File: src/rtl/riscv_pkg.sv
// Shared RV32I definitions: ALU op codes (also used by the ALU), major
// opcodes, datapath defaults and the operand-select enums used by decode.
package riscv_pkg;

  localparam int WORDSIZE = 32;
  localparam int IMMSIZE  = 20;
  localparam int OPSIZE   = 4;

  localparam logic [OPSIZE-1:0] ALU_NOP = 4'd0;
  localparam logic [OPSIZE-1:0] ALU_ADD = 4'd1;
  localparam logic [OPSIZE-1:0] ALU_SUB = 4'd2;
  localparam logic [OPSIZE-1:0] ALU_SLL = 4'd3;
  localparam logic [OPSIZE-1:0] ALU_SRL = 4'd4;
  localparam logic [OPSIZE-1:0] ALU_SRA = 4'd5;
  localparam logic [OPSIZE-1:0] ALU_SLU = 4'd6;
  localparam logic [OPSIZE-1:0] ALU_SLT = 4'd7;
  localparam logic [OPSIZE-1:0] ALU_OR  = 4'd8;
  localparam logic [OPSIZE-1:0] ALU_AND = 4'd9;
  localparam logic [OPSIZE-1:0] ALU_XOR = 4'd10;
  localparam logic [OPSIZE-1:0] ALU_SIU = 4'd11;
  localparam logic [OPSIZE-1:0] ALU_AIU = 4'd12;

  localparam logic [6:0] OPC_OP    = 7'b0110011;
  localparam logic [6:0] OPC_OPIMM = 7'b0010011;
  localparam logic [6:0] OPC_LUI   = 7'b0110111;
  localparam logic [6:0] OPC_AUIPC = 7'b0010111;

  localparam logic [6:0] F7_BASE = 7'b0000000;
  localparam logic [6:0] F7_ALT  = 7'b0100000;

  typedef enum logic [1:0] {ASEL_ZERO, ASEL_RS1, ASEL_PC} asel_e;
  typedef enum logic [1:0] {BSEL_IMM, BSEL_RS2, BSEL_RS2_SH} bsel_e;

endpackage

File: src/rtl/id_decode.sv
// Combinational decoder for the integer-compute subset (OP-IMM, OP, LUI,
// AUIPC). Produces ALU op, immediate and operand selects; any other encoding
// is flagged illegal with op/immediate forced to zero.
module id_decode
  import riscv_pkg::*;
#(
  parameter int WORDSIZE = riscv_pkg::WORDSIZE,
  parameter int OPSIZE   = riscv_pkg::OPSIZE,
  parameter int IMMSIZE  = riscv_pkg::IMMSIZE
) (
  input  logic [31:0]         instr,
  output logic [OPSIZE-1:0]   op,
  output logic [WORDSIZE-1:0] imm,
  output asel_e               asel,
  output bsel_e               bsel,
  output logic                ill
);

  logic [6:0]          opc, f7;
  logic [2:0]          f3;
  logic [WORDSIZE-1:0] imm_i, imm_sh, imm_u;

  assign opc    = instr[6:0];
  assign f3     = instr[14:12];
  assign f7     = instr[31:25];
  assign imm_i  = {{(WORDSIZE-12){instr[31]}}, instr[31:20]};
  assign imm_sh = {{(WORDSIZE-5){1'b0}}, instr[24:20]};
  assign imm_u  = {{(WORDSIZE-IMMSIZE){1'b0}}, instr[31:32-IMMSIZE]};

  // Decode opcode/funct fields; illegal encodings collapse to a zeroed no-op
  always_comb begin
    op   = ALU_NOP;
    imm  = '0;
    asel = ASEL_ZERO;
    bsel = BSEL_IMM;
    ill  = 1'b1;
    case (opc)
      OPC_OPIMM: begin
        ill  = 1'b0;
        asel = ASEL_RS1;
        imm  = imm_i;
        case (f3)
          3'b000: op = ALU_ADD;
          3'b010: op = ALU_SLT;
          3'b011: op = ALU_SLU;
          3'b100: op = ALU_XOR;
          3'b110: op = ALU_OR;
          3'b111: op = ALU_AND;
          3'b001: begin
            op  = ALU_SLL;
            imm = imm_sh;
            ill = (f7 != F7_BASE);
          end
          default: begin
            op  = (f7 == F7_ALT) ? ALU_SRA : ALU_SRL;
            imm = imm_sh;
            ill = !((f7 == F7_BASE) || (f7 == F7_ALT));
          end
        endcase
      end
      OPC_OP: begin
        ill  = 1'b0;
        asel = ASEL_RS1;
        bsel = BSEL_RS2;
        if (f7 == F7_BASE) begin
          case (f3)
            3'b000: op = ALU_ADD;
            3'b001: begin op = ALU_SLL; bsel = BSEL_RS2_SH; end
            3'b010: op = ALU_SLT;
            3'b011: op = ALU_SLU;
            3'b100: op = ALU_XOR;
            3'b101: begin op = ALU_SRL; bsel = BSEL_RS2_SH; end
            3'b110: op = ALU_OR;
            default: op = ALU_AND;
          endcase
        end else if (f7 == F7_ALT && f3 == 3'b000) begin
          op = ALU_SUB;
        end else if (f7 == F7_ALT && f3 == 3'b101) begin
          op   = ALU_SRA;
          bsel = BSEL_RS2_SH;
        end else begin
          ill = 1'b1;
        end
      end
      OPC_LUI: begin
        ill = 1'b0;
        op  = ALU_SIU;
        imm = imm_u;
      end
      OPC_AUIPC: begin
        ill  = 1'b0;
        op   = ALU_AIU;
        asel = ASEL_PC;
        imm  = imm_u;
      end
      default: ill = 1'b1;
    endcase
    if (ill) begin
      op   = ALU_NOP;
      imm  = '0;
      asel = ASEL_ZERO;
      bsel = BSEL_IMM;
    end
  end

endmodule

File: src/rtl/id_stage.sv
// Decode/operand stage feeding the ALU: one pipeline register behind a
// valid/ready handshake, register-file read addressing and operand muxing.
// Optional ALU-result forwarding into rs1/rs2 is enabled by defining ID_FWD_EN.
module id_stage
  import riscv_pkg::*;
#(
  parameter int WORDSIZE = riscv_pkg::WORDSIZE,
  parameter int OPSIZE   = riscv_pkg::OPSIZE,
  parameter int IMMSIZE  = riscv_pkg::IMMSIZE
) (
  input  logic                CLK,
  input  logic                RST,
  input  logic                IN_VALID,
  output logic                IN_READY,
  input  logic [31:0]         INSTR,
  input  logic [WORDSIZE-1:0] PC,
  input  logic                FLUSH,
  output logic [4:0]          RS1_ADDR,
  output logic [4:0]          RS2_ADDR,
  input  logic [WORDSIZE-1:0] RS1_DATA,
  input  logic [WORDSIZE-1:0] RS2_DATA,
`ifdef ID_FWD_EN
  input  logic                FWD_WE,
  input  logic [4:0]          FWD_RD,
  input  logic [WORDSIZE-1:0] FWD_DATA,
`endif
  output logic                OUT_VALID,
  input  logic                OUT_READY,
  output logic [WORDSIZE-1:0] A,
  output logic [WORDSIZE-1:0] B,
  output logic [OPSIZE-1:0]   OP,
  output logic [4:0]          RD,
  output logic                WE,
  output logic                ILL
);

  logic [OPSIZE-1:0]   dec_op;
  logic [WORDSIZE-1:0] dec_imm;
  asel_e               dec_asel;
  bsel_e               dec_bsel;
  logic                dec_ill;

  id_decode #(.WORDSIZE(WORDSIZE), .OPSIZE(OPSIZE), .IMMSIZE(IMMSIZE)) u_dec (
    .instr (INSTR),
    .op    (dec_op),
    .imm   (dec_imm),
    .asel  (dec_asel),
    .bsel  (dec_bsel),
    .ill   (dec_ill)
  );

  assign RS1_ADDR = INSTR[19:15];
  assign RS2_ADDR = INSTR[24:20];

  logic [WORDSIZE-1:0] rs1_val, rs2_val;
`ifdef ID_FWD_EN
  // x0 is never forwarded; forwarded value feeds the shift mask below too
  assign rs1_val = (FWD_WE && FWD_RD != 5'd0 && FWD_RD == RS1_ADDR) ? FWD_DATA : RS1_DATA;
  assign rs2_val = (FWD_WE && FWD_RD != 5'd0 && FWD_RD == RS2_ADDR) ? FWD_DATA : RS2_DATA;
`else
  assign rs1_val = RS1_DATA;
  assign rs2_val = RS2_DATA;
`endif

  logic [WORDSIZE-1:0] a_nx, b_nx;
  logic                we_nx;

  // Operand selection; register shifts use only rs2[4:0] since the ALU shifts by all of B
  always_comb begin
    a_nx = '0;
    b_nx = '0;
    case (dec_asel)
      ASEL_RS1: a_nx = rs1_val;
      ASEL_PC:  a_nx = PC;
      default:  a_nx = '0;
    endcase
    case (dec_bsel)
      BSEL_RS2:    b_nx = rs2_val;
      BSEL_RS2_SH: b_nx = {{(WORDSIZE-5){1'b0}}, rs2_val[4:0]};
      default:     b_nx = dec_imm;
    endcase
  end

  assign we_nx = !dec_ill && (INSTR[11:7] != 5'd0);

  logic                valid_q, valid_d;
  logic [WORDSIZE-1:0] a_q, a_d, b_q, b_d;
  logic [OPSIZE-1:0]   op_q, op_d;
  logic [4:0]          rd_q, rd_d;
  logic                we_q, we_d, ill_q, ill_d;
  logic                cap;

  assign IN_READY = FLUSH | !valid_q | OUT_READY;
  assign cap      = IN_VALID & IN_READY & !FLUSH;

  // Next state: flush kills valid, stall holds it; data only changes on capture
  always_comb begin
    valid_d = !FLUSH && (cap || (valid_q && !OUT_READY));
    a_d     = a_q;
    b_d     = b_q;
    op_d    = op_q;
    rd_d    = rd_q;
    we_d    = we_q;
    ill_d   = ill_q;
    if (cap) begin
      a_d   = a_nx;
      b_d   = b_nx;
      op_d  = dec_op;
      rd_d  = INSTR[11:7];
      we_d  = we_nx;
      ill_d = dec_ill;
    end
  end

  // Pipeline register with async clear
  always_ff @(posedge CLK or posedge RST) begin
    if (RST) begin
      valid_q <= 1'b0;
      a_q     <= '0;
      b_q     <= '0;
      op_q    <= '0;
      rd_q    <= '0;
      we_q    <= 1'b0;
      ill_q   <= 1'b0;
    end else begin
      valid_q <= valid_d;
      a_q     <= a_d;
      b_q     <= b_d;
      op_q    <= op_d;
      rd_q    <= rd_d;
      we_q    <= we_d;
      ill_q   <= ill_d;
    end
  end

  assign OUT_VALID = valid_q;
  assign A         = a_q;
  assign B         = b_q;
  assign OP        = op_q;
  assign RD        = rd_q;
  assign WE        = we_q;
  assign ILL       = ill_q;

endmodule

File: config.mk
export PLATFORM = sky130hd
export DESIGN_NAME = id_stage
export DESIGN_NICKNAME = d
export VERILOG_FILES = /design/src/rtl/riscv_pkg.sv /design/src/rtl/id_decode.sv /design/src/rtl/id_stage.sv
export SDC_FILE = /design/constraint.sdc
export NUM_CORES = 1
export LEC_CHECK = 0
export CAP_MARGIN = 10
export CORE_UTILIZATION = 40
export DETAILED_ROUTE_END_ITERATION = 16
export PLACE_DENSITY = 0.9
export SLEW_MARGIN = 40
export SYNTH_ARGS = -nofsm -noshare
export SYNTH_HDL_FRONTEND = slang
export SYNTH_HIERARCHICAL = 1
export SYNTH_SLANG_ARGS = --single-unit
File: constraint.sdc
create_clock -name CLK -period 6.6 [get_ports CLK]
set_clock_uncertainty 0.15 [all_clocks]
set_input_delay 0.66 -clock CLK [delete_from_list [all_inputs] [get_ports CLK]]
set_output_delay 0.66 -clock CLK [all_outputs]
set_load 0.01 [all_outputs]
; Word-level counts from Yosys, hierarchy flattened
; Cells that the tools add are included.
; Widths: inputs -> output; s select.
[totals]
ff_bits = 76
in_bits = 133
out_inout_bits = 87
wordCells = 73
[classes]
eq_ne = 16
mux = 26
n_bitwise = 4
n_reduce_logical = 20
[ops]
columns = cell, n
row1 = $pmux 32 s2, 3
row2 = $mux 32, 2
row3 = $pmux 4 s7, 2
row4 = $eq 7x6->1 const B, 3
row5 = $pmux 4 s4, 1
row6 = $eq 7x5->1 const B, 2
row7 = $mux 2, 7
row8 = $eq 3x3->1 const B, 4
row9 = $mux 4, 3
row10 = $logic_not 7->1, 1
row11 = $reduce_bool 7->1, 1
row12 = $eq 3x2->1 const B, 2
row13 = $reduce_or 2->1, 3
row14 = $reduce_or 6->1, 1
row15 = $logic_and 1x1->1, 5
row16 = $logic_not 1->1, 5
row17 = $reduce_bool 5->1, 1
row18 = $eq 2x1->1 const B, 2
row19 = $eq 2x2->1 const B, 2
row20 = $mux 1, 4
row21 = $pmux 2 s2, 1
row22 = $eq 3x1->1 const B, 1
row23 = $logic_not 3->1, 1
row24 = $mux 3, 1
row25 = 5 further kinds, 8

; Depth between registers and ports, before layout
; Gate-level depths: netlist of run 1.
[depth]
word_depth = 9
mapped_depth = 13
depth_no_buf = 9

; Modules after synthesis
; Netlist of run 1, hierarchy kept.
[modules_own_cells]
columns = module, n_inst, cells_each, area_per_inst_um2, seq_area_each_um2
row1 = id_stage, 1, 302, 3856.2, 1901.8
row2 = id_decode, 1, 98, 695.7, 0.0

; Least setup slack after synthesis of run 1
; No wires, ideal clock.
[synth_timing]
path_kind = input -> register
startpoint = input INSTR[26]
endpoint = register b_q[20] (netlist: B[20])
setup_time_ns = 0.125
t_arrival_ns = 2.900
required_ns = 6.325
path_slack_ns = 3.425
stages = 12
n_path_buf = 3
path_cell_list = nor4_4 and2_2 nand2_1 nor4b_1 inv_1 ha_1 buf_4 nor2b_2 buf_6 buf_6 a22o_1 mux2_4
[synth_between]
elab_chain_cells = 9
word_cells_on_any_way = 21
classes_between = eq/ne: 3 / mux: 12 / reduce/logical: 6
[synth_rtl]
columns = element, line_no
row1 = "start, declared", id_stage.sv:15  ; input logic [31:0] INSTR,
row2 = $eq 7x6->1, "id_decode.sv:57, id_decode.sv:76, id_decode.sv:78"
row3 = $logic_and 1x1->1, id_decode.sv:78  ; end else if (f7 == F7_ALT && f3 == 3'b101) begin
row4 = $mux 1 or $mux 2 (tied branches), id_decode.sv:78
row5 = $mux 1 or $mux 2 (tied branches), id_decode.sv:76  ; end else if (f7 == F7_ALT && f3 == 3'b000) begin
row6 = $mux 1 or $mux 2 (tied branches), id_decode.sv:65  ; if (f7 == F7_BASE) begin
row7 = $pmux 1 s3 or $mux 2 (tied branches), id_decode.sv:37  ; case (opc)
row8 = $mux 2 (*), id_decode.sv:98  ; if (ill) begin
row9 = named net dec_bsel[0], id_stage.sv:40  ; bsel_e dec_bsel;
row10 = $eq 2x2->1 or $eq 2x1->1 (tied branches), id_stage.sv:77  ; case (dec_bsel)
row11 = $pmux 32 s2 (*), id_stage.sv:77
row12 = "end signal, assigned", id_stage.sv:120  ; b_q <= '0;
row13 = "end signal, assigned", id_stage.sv:128  ; b_q <= b_d;
row14 = "end, declared", id_stage.sv:87  ; logic [WORDSIZE-1:0] a_q, a_d, b_q, b_d;
; Mark *: on every way through the listed nets, which the timed path passes. The rest lies on a longest branch.
; A chain may end at the register's enable or synchronous reset.

; Final worst setup path of run 1
[layout_timing]
startpoint = input INSTR[26]
endpoint = register b_q[27] (netlist: B[27])
; Same word-level chain as after synthesis.

==> results.py, run 1 <==
metrics = {
    "run_status": {
        "outcome": "complete, no violations",
    },
    "sta": {
        "finalHoldViolCount": 0,
        "max_freq_mhz": 244,
        "worstMarginPinSlew_ns": 0.788,
        "maxSlewViolCount": 0,
        "relSlewSlack_pct": 47.5,
        "setup_viol": 0,
        "min_period_ns": 4.10,
        "rsz0062_at_grt": "no",
        "tns_ns": 0,
        "timing.final.crit_share_pct": 62.1,
    },
    "min_path": {
        "holdPathStages": 1,
        "worstHoldPathType": "reg -> reg",
    },
    "route": {
        "routedWlPerCell_um": 18.0,
        "viasPerCell": 5.35,
        "vias": 3870,
        "drt_iter0_markers": 235,
        "drt-total-wl_um": 13000,
        "first_pass_iters": 4,
        "drc": 0,
        "ant_nets": 0,
    },
    "synth": {
        "synth_seq_area_share_pct": 41.8,
        "synth_top_family_by_area": "multiplexers",
        "async_flop_share_pct": 100,
        "synthAdderAreaFrac_pct": 1.10,
        "synth_simple_gate_area_share_pct": 8.52,
        "synth_edf_count": 0,
        "synth_ff_type": "dfrtp_1",
        "ys_types": 56,
        "syn_area_per_cell_sq_um": 11.4,
        "synth-compound-area-share_pct": 18.5,
        "syn_area_sq_mm": 0.00455,
        "yosys_warnings": 6,
        "ys_ff_latch": 76,
        "syn_nets": 537,
        "synthCells": 400,
        "synth_mux_area_share_pct": 20.5,
        "synth_xor_area_share_pct": 0.577,
    },
    "power_and_ir_drop": {
        "powerDensity_mw_per_mm2": 162,
        "leakage_nw": 2.89,
        "ir_drop_v": 0.000157,
    },
    "placement": {
        "gp_routability_congestion": 0.844,
        "portBuffers": 219,
        "hpwl_um": 9660,
        "dpl.cell_count": 707,
    },
    "global_route": {
        "grtUsageMet3_pct": 5.20,
        "grt_pass1_wl_um": 20300,
        "met2_usage_pct": 37.5,
        "busiest_layer": "met2",
        "grt_start_max_net_pins": 77,
        "use_met1_pct": 28.2,
        "grt_pass1_vias": 4020,
        "grt.overflow.total": 0,
        "antenna_found_initial": 0,
        "grt_usage_pct": 22.5,
    },
    "setup_path": {
        "critPathMaxFanout": 35,
        "cp_data_required_time_ns": 6.65,
        "r2r_cells": 3,
        "arrival_ns": 4.15,
        "worstSetupPathType": "in -> reg",
        "critPathLaunchType": "primary input",
        "ff2ff_setup_slack_ns": 4.71,
        "endpoint_kind": "register",
    },
    "floorplanning": {
        "rows": 38,
        "dieArea_sq_mm": 0.0118,
        "core-area_sq_mm": 0.0110,
        "fp.dieH_um": 109,
        "io_pins": 220,
        "start_util_pct": 41.4,
        "chipWidth_um": 109,
    },
    "clocking": {
        "post_cts_resized": 0,
        "cts_hold_buffers": 0,
        "root_buffer": "clkbuf_16",
        "postCtsSetupBuffers": 0,
        "cts_max_path_buffers": 2,
        "clk_pin_slew_worst_paths_ns": 0.06,
        "cts_buffers": 9,
        "cts_tree": "built",
        "clk_latency_ns": 0.32,
        "ctsHtreeMaxLevel": 3,
        "cts.sinks": 76,
    },
    "cells_and_area": {
        "area_growth_syn_to_layout_pct": 50.6,
        "drive_above_1_share_pct": 12.7,
        "fillers": 903,
        "instances_no_fill": 723,
        "finalNetCount": 715,
        "final_cell_mix": "219 x clkdlybuf4s50_1, 76 x dfrtp_1, 38 x mux2_1, 37 x a22oi_1, 36 x a22o_1",
        "final_common_cell": "clkdlybuf4s50_1",
        "num_antenna_cells": 0,
    },
    "job": {
        "cap_viol_max_count": 0,
    },
}
==> cell type report <==
| class | instances | area [sq um] | area share (%) |
|---|---|---|---|
| Clock buffer | 9 | 225 | 3.29 |
| Sequential cell | 76 | 1900 | 27.7 |
| Inverter | 8 | 31.3 | 0.456 |
| Timing Repair Buffer | 221 | 2210 | 32.3 |
| Multi-Input combinational cell | 262 | 2260 | 33.0 |
| Tap cell | 140 | 175 | 2.56 |
| Clock inverter | 7 | 43.8 | 0.639 |
==> per-stage QoR <==
step / hold slack [ns] / power, W / setup WS, ns / utilization (%) / cell area (sq um)
finish: 0.337 / 0.00111 / 2.50 / 62.4 / 6860
global route: 0.357 / 0.00115 / 2.28 / 62.4 / 6860
CTS: 0.339 / 0.00112 / 2.52 / 62.4 / 6850
detailed placement: 0.327 / 0.000669 / 2.18 / 59.9 / 6580
global placement: 0.317 / 0.000664 / 1.90 / 59.8 / 6560
floorplan: 0.379 / 0.000556 / 3.42 / - / 4550
==> report_power, final <==
part	switching [W]	internal, W
clock network	0.000194	0.000252
logic	0.0000697	0.000112
registers	0.00000500	0.000474
total	0.000269	0.000839
==> sequential cells by signal (all words and copies together), names as in the netlist <==
register,count
WE,1
B,32
OUT_VALID,1
ILL,1
A,32
OP,4
RD,5
==> layer usage <==
metal  up-vias  wire, um  share of wire [%]
li1       1818         -                  -
met1      1881      5280                 41
met2       148      6630                 51
met3        23       820                6.3
met4         0       289                2.2
met5         -         0                  0
==> final timing paths <==
check,startpoint,to
hold / removal,A[11],A[11]
setup / recovery,INSTR[26],B[27]
min in group asynchronous,RST,RD[4]
hold reg to reg,A[11],A[11]
setup reg to reg,OUT_VALID,A[22]
max in group asynchronous,RST,A[3]
==> kinds of logic (layout without fill, tap and decap cells) <==
kind of cell               count (synthesis)  count (layout)
AOI/OAI and AO/OA                        104             104
xor gates and xnor gates                   3               3
adders and majority gates                  4               4
buffers and inverters                     62             245
DFF                                       76              76
muxes                                     76              76
and+or+nand+nor                           75              75
==> critical path, cell delays in order <==
cell and delay [ns]:
clkdlybuf4s50_1 0.48, nor4_4 0.53, and2_2 0.28, nand2_1 0.07, nor4b_1 0.41, inv_1 0.10
ha_2 0.77, nor2b_4 0.28, a22o_1 0.25, mux2_1 0.30
==> cells in the mapped netlist (4+ instances only) <==
| master | n | area, sq um |
|---|---|---|
| dfrtp_1 | 76 | 1900 |
| mux2_1 | 38 | 428 |
| a22oi_1 | 37 | 278 |
| a22o_1 | 36 | 315 |
| nor2_1 | 36 | 135 |
| buf_4 | 22 | 165 |
| mux2_4 | 21 | 315 |
| mux2_2 | 16 | 180 |
| clkbuf_1 | 13 | 48.8 |
| nor3_1 | 10 | 50.1 |
| buf_2 | 9 | 45.0 |
| buf_6 | 8 | 90.1 |
| nand2_1 | 8 | 30.0 |
| a21o_1 | 7 | 52.6 |
| inv_1 | 7 | 26.3 |
| a21oi_1 | 6 | 30.0 |
| ha_1 | 4 | 50.1 |
Power figures use the tool's default switching activity.
==> inputs of run 2 (changes only) <==
- CORE_UTILIZATION: 40 -> 37
- PLACE_DENSITY: 0.9 -> 0.88
- clock period: 6.6 -> 3.29 ns (I/O delays scaled with it)
==> results.py, run 2 (same netlist as run 1, synthesis figures left out) <==
metrics = {
    "clocking": {
        "cts_max_path_buffers": 2,
        "root_buffer": "clkbuf_16",
        "ctsHtreeMaxLevel": 3,
        "cts_buffers": 9,
        "postCtsSetupBuffers": 0,
        "cts.sinks": 76,
        "clk_pin_slew_worst_paths_ns": 0.05,
        "cts_tree": "built",
        "clk_latency_ns": 0.34,
    },
    "cells_and_area": {
        "fillers": 986,
        "multi_input_area_sq_mm": 0.00226,
        "seqCellArea_sq_mm": 0.00190,
        "drive_above_1_share_pct": 16.0,
        "num_antenna_cells": 0,
        "area_growth_syn_to_layout_pct": 56.8,
        "final_cell_mix": "219 x clkdlybuf4s50_1, 76 x dfrtp_1, 38 x mux2_1, 37 x a22oi_1, 36 x a22o_1",
        "finalInstanceArea_sq_mm": 0.00714,
        "finalNetCount": 745,
        "final_common_cell": "clkdlybuf4s50_1",
    },
    "route": {
        "vias": 3991,
        "drc": 0,
        "drt_iter0_markers": 267,
        "drt-total-wl_um": 13500,
        "viasPerCell": 5.27,
        "ant_nets": 0,
        "first_pass_iters": 4,
        "routedWlPerCell_um": 17.9,
    },
    "global_route": {
        "grt_start_max_net_pins": 77,
        "grt_pass1_vias": 4095,
        "grt_usage_pct": 21.6,
        "grtUsageMet3_pct": 5.73,
        "met2_usage_pct": 36.1,
        "grt_pass1_wl_um": 21300,
        "antenna_found_initial": 0,
        "busiest_layer": "met2",
        "grt.overflow.total": 0,
        "use_met1_pct": 26.2,
    },
    "setup_path": {
        "worstSetupPathType": "in -> reg",
        "r2r_cells": 3,
        "critPathLaunchType": "primary input",
        "startpoint": "INSTR[26]",
        "ff2ff_setup_slack_ns": 1.60,
        "endpoint_kind": "register",
        "critPathMaxFanout": 34,
        "worstSetupEndpoint": "B[1]",
        "cp_data_required_time_ns": 3.36,
        "r2r_end": "B[0]",
        "arrival_ns": 3.25,
        "rr_startpoint": "OUT_VALID",
    },
    "sta": {
        "tns_ns": 0,
        "maxSlewViolCount": 0,
        "timing.final.crit_share_pct": 96.6,
        "max_freq_mhz": 315,
        "setup_viol": 0,
        "min_period_ns": 3.18,
        "worstMarginPinSlew_ns": 0.765,
        "finalHoldViolCount": 0,
        "relSlewSlack_pct": 49.0,
        "fin_ws_ns": 0.111,
    },
    "floorplanning": {
        "start_util_pct": 37.9,
        "dieArea_sq_mm": 0.0127,
        "rows": 40,
        "io_pins": 220,
        "chipWidth_um": 113,
        "core-area_sq_mm": 0.0120,
        "fp.dieH_um": 113,
    },
    "power_and_ir_drop": {
        "ir_drop_v": 0.000263,
        "powerDensity_mw_per_mm2": 322,
        "leakage_nw": 3.07,
    },
    "job": {
        "cap_viol_max_count": 0,
    },
    "placement": {
        "portBuffers": 219,
        "gp_routability_congestion": 0.950,
        "pre_cts_ws_ns": -0.361,
        "hpwl_um": 10200,
        "place_area_sq_mm": 0.00686,
    },
    "run_status": {
        "outcome": "complete, no violations",
    },
    "min_path": {
        "worstHoldPathType": "in -> async",
    },
}
run 2: cell types whose count changed in the layout (fill, tap and decap cells not counted), moves of 2 or more:
cell        delta
clkinv_2       -2
ha_2           -3
buf_4         +27
buf_12         +4
clkbuf_1       +2
clkinvlp_4     -2
ha_1           +3
run 2: final cells by class:
cell class / instances / area share, %
Clock buffer: 11 / 3.26
Clock inverter: 3 / 0.561
Inverter: 8 / 0.438
Multi-Input combinational cell: 262 / 31.7
Sequential cell: 76 / 26.6
Tap cell: 147 / 2.58
Timing Repair Buffer: 251 / 34.8
run 2: worst min path at each step:
stage,slack (ns),depth (start not counted),from,end
after floorplan,0.30,2,IN_VALID,OUT_VALID
after global placement,0.32,1,B[25],B[25]
after detailed placement,0.32,1,B[29],B[29]
after CTS,0.27,3,RST,B[2]
after global routing,0.30,3,RST,B[29]
final,0.26,3,RST,B[31]
run 2: what timing repair did:
| action | 4_1_cts | 5_1_grt |
|---|---|---|
| endpoints found under the setup margin | 5 | 5 |
| pin swaps | 0 | 0 |
| hold buffers | 0 | 0 |
| gates resized for setup | 1 | 1 |
run 2: power breakdown:
part,internal [W],switching [W],leakage (nW)
logic,0.000244,0.000145,1.89
registers,0.000952,0.00000956,1.04
clock network,0.000576,0.000370,0.135
total,0.00177,0.000524,3.07
run 2: stage by stage:
stage | cells | util (%) | power (W) | hold WS (ns)
2_1_floorplan | 400 | - | 0.00112 | 0.295
3_3_place_gp | 744 | 57.0 | 0.00136 | 0.317
3_5_place_dp | 744 | 57.1 | 0.00137 | 0.325
4_1_cts | 758 | 59.4 | 0.00232 | 0.271
5_1_grt | 758 | 59.4 | 0.00238 | 0.296
6_report | 758 | 59.4 | 0.00230 | 0.259
run 2: critical path, cell delays in order:
cell and delay, ns:
clkdlybuf4s50_1 0.47, nor4_4 0.35, and2_2 0.21, nand2_1 0.08, nor4b_2 0.36, inv_1 0.10, ha_1 0.37, buf_6 0.28
o21ba_2 0.24, a22o_1 0.19, mux2_2 0.26
run 2: layer usage:
layer | vias to the layer above | wire, um
li1 | 1864 | -
met1 | 1944 | 5460
met2 | 153 | 6800
met3 | 30 | 893
met4 | 0 | 398
met5 | - | 0
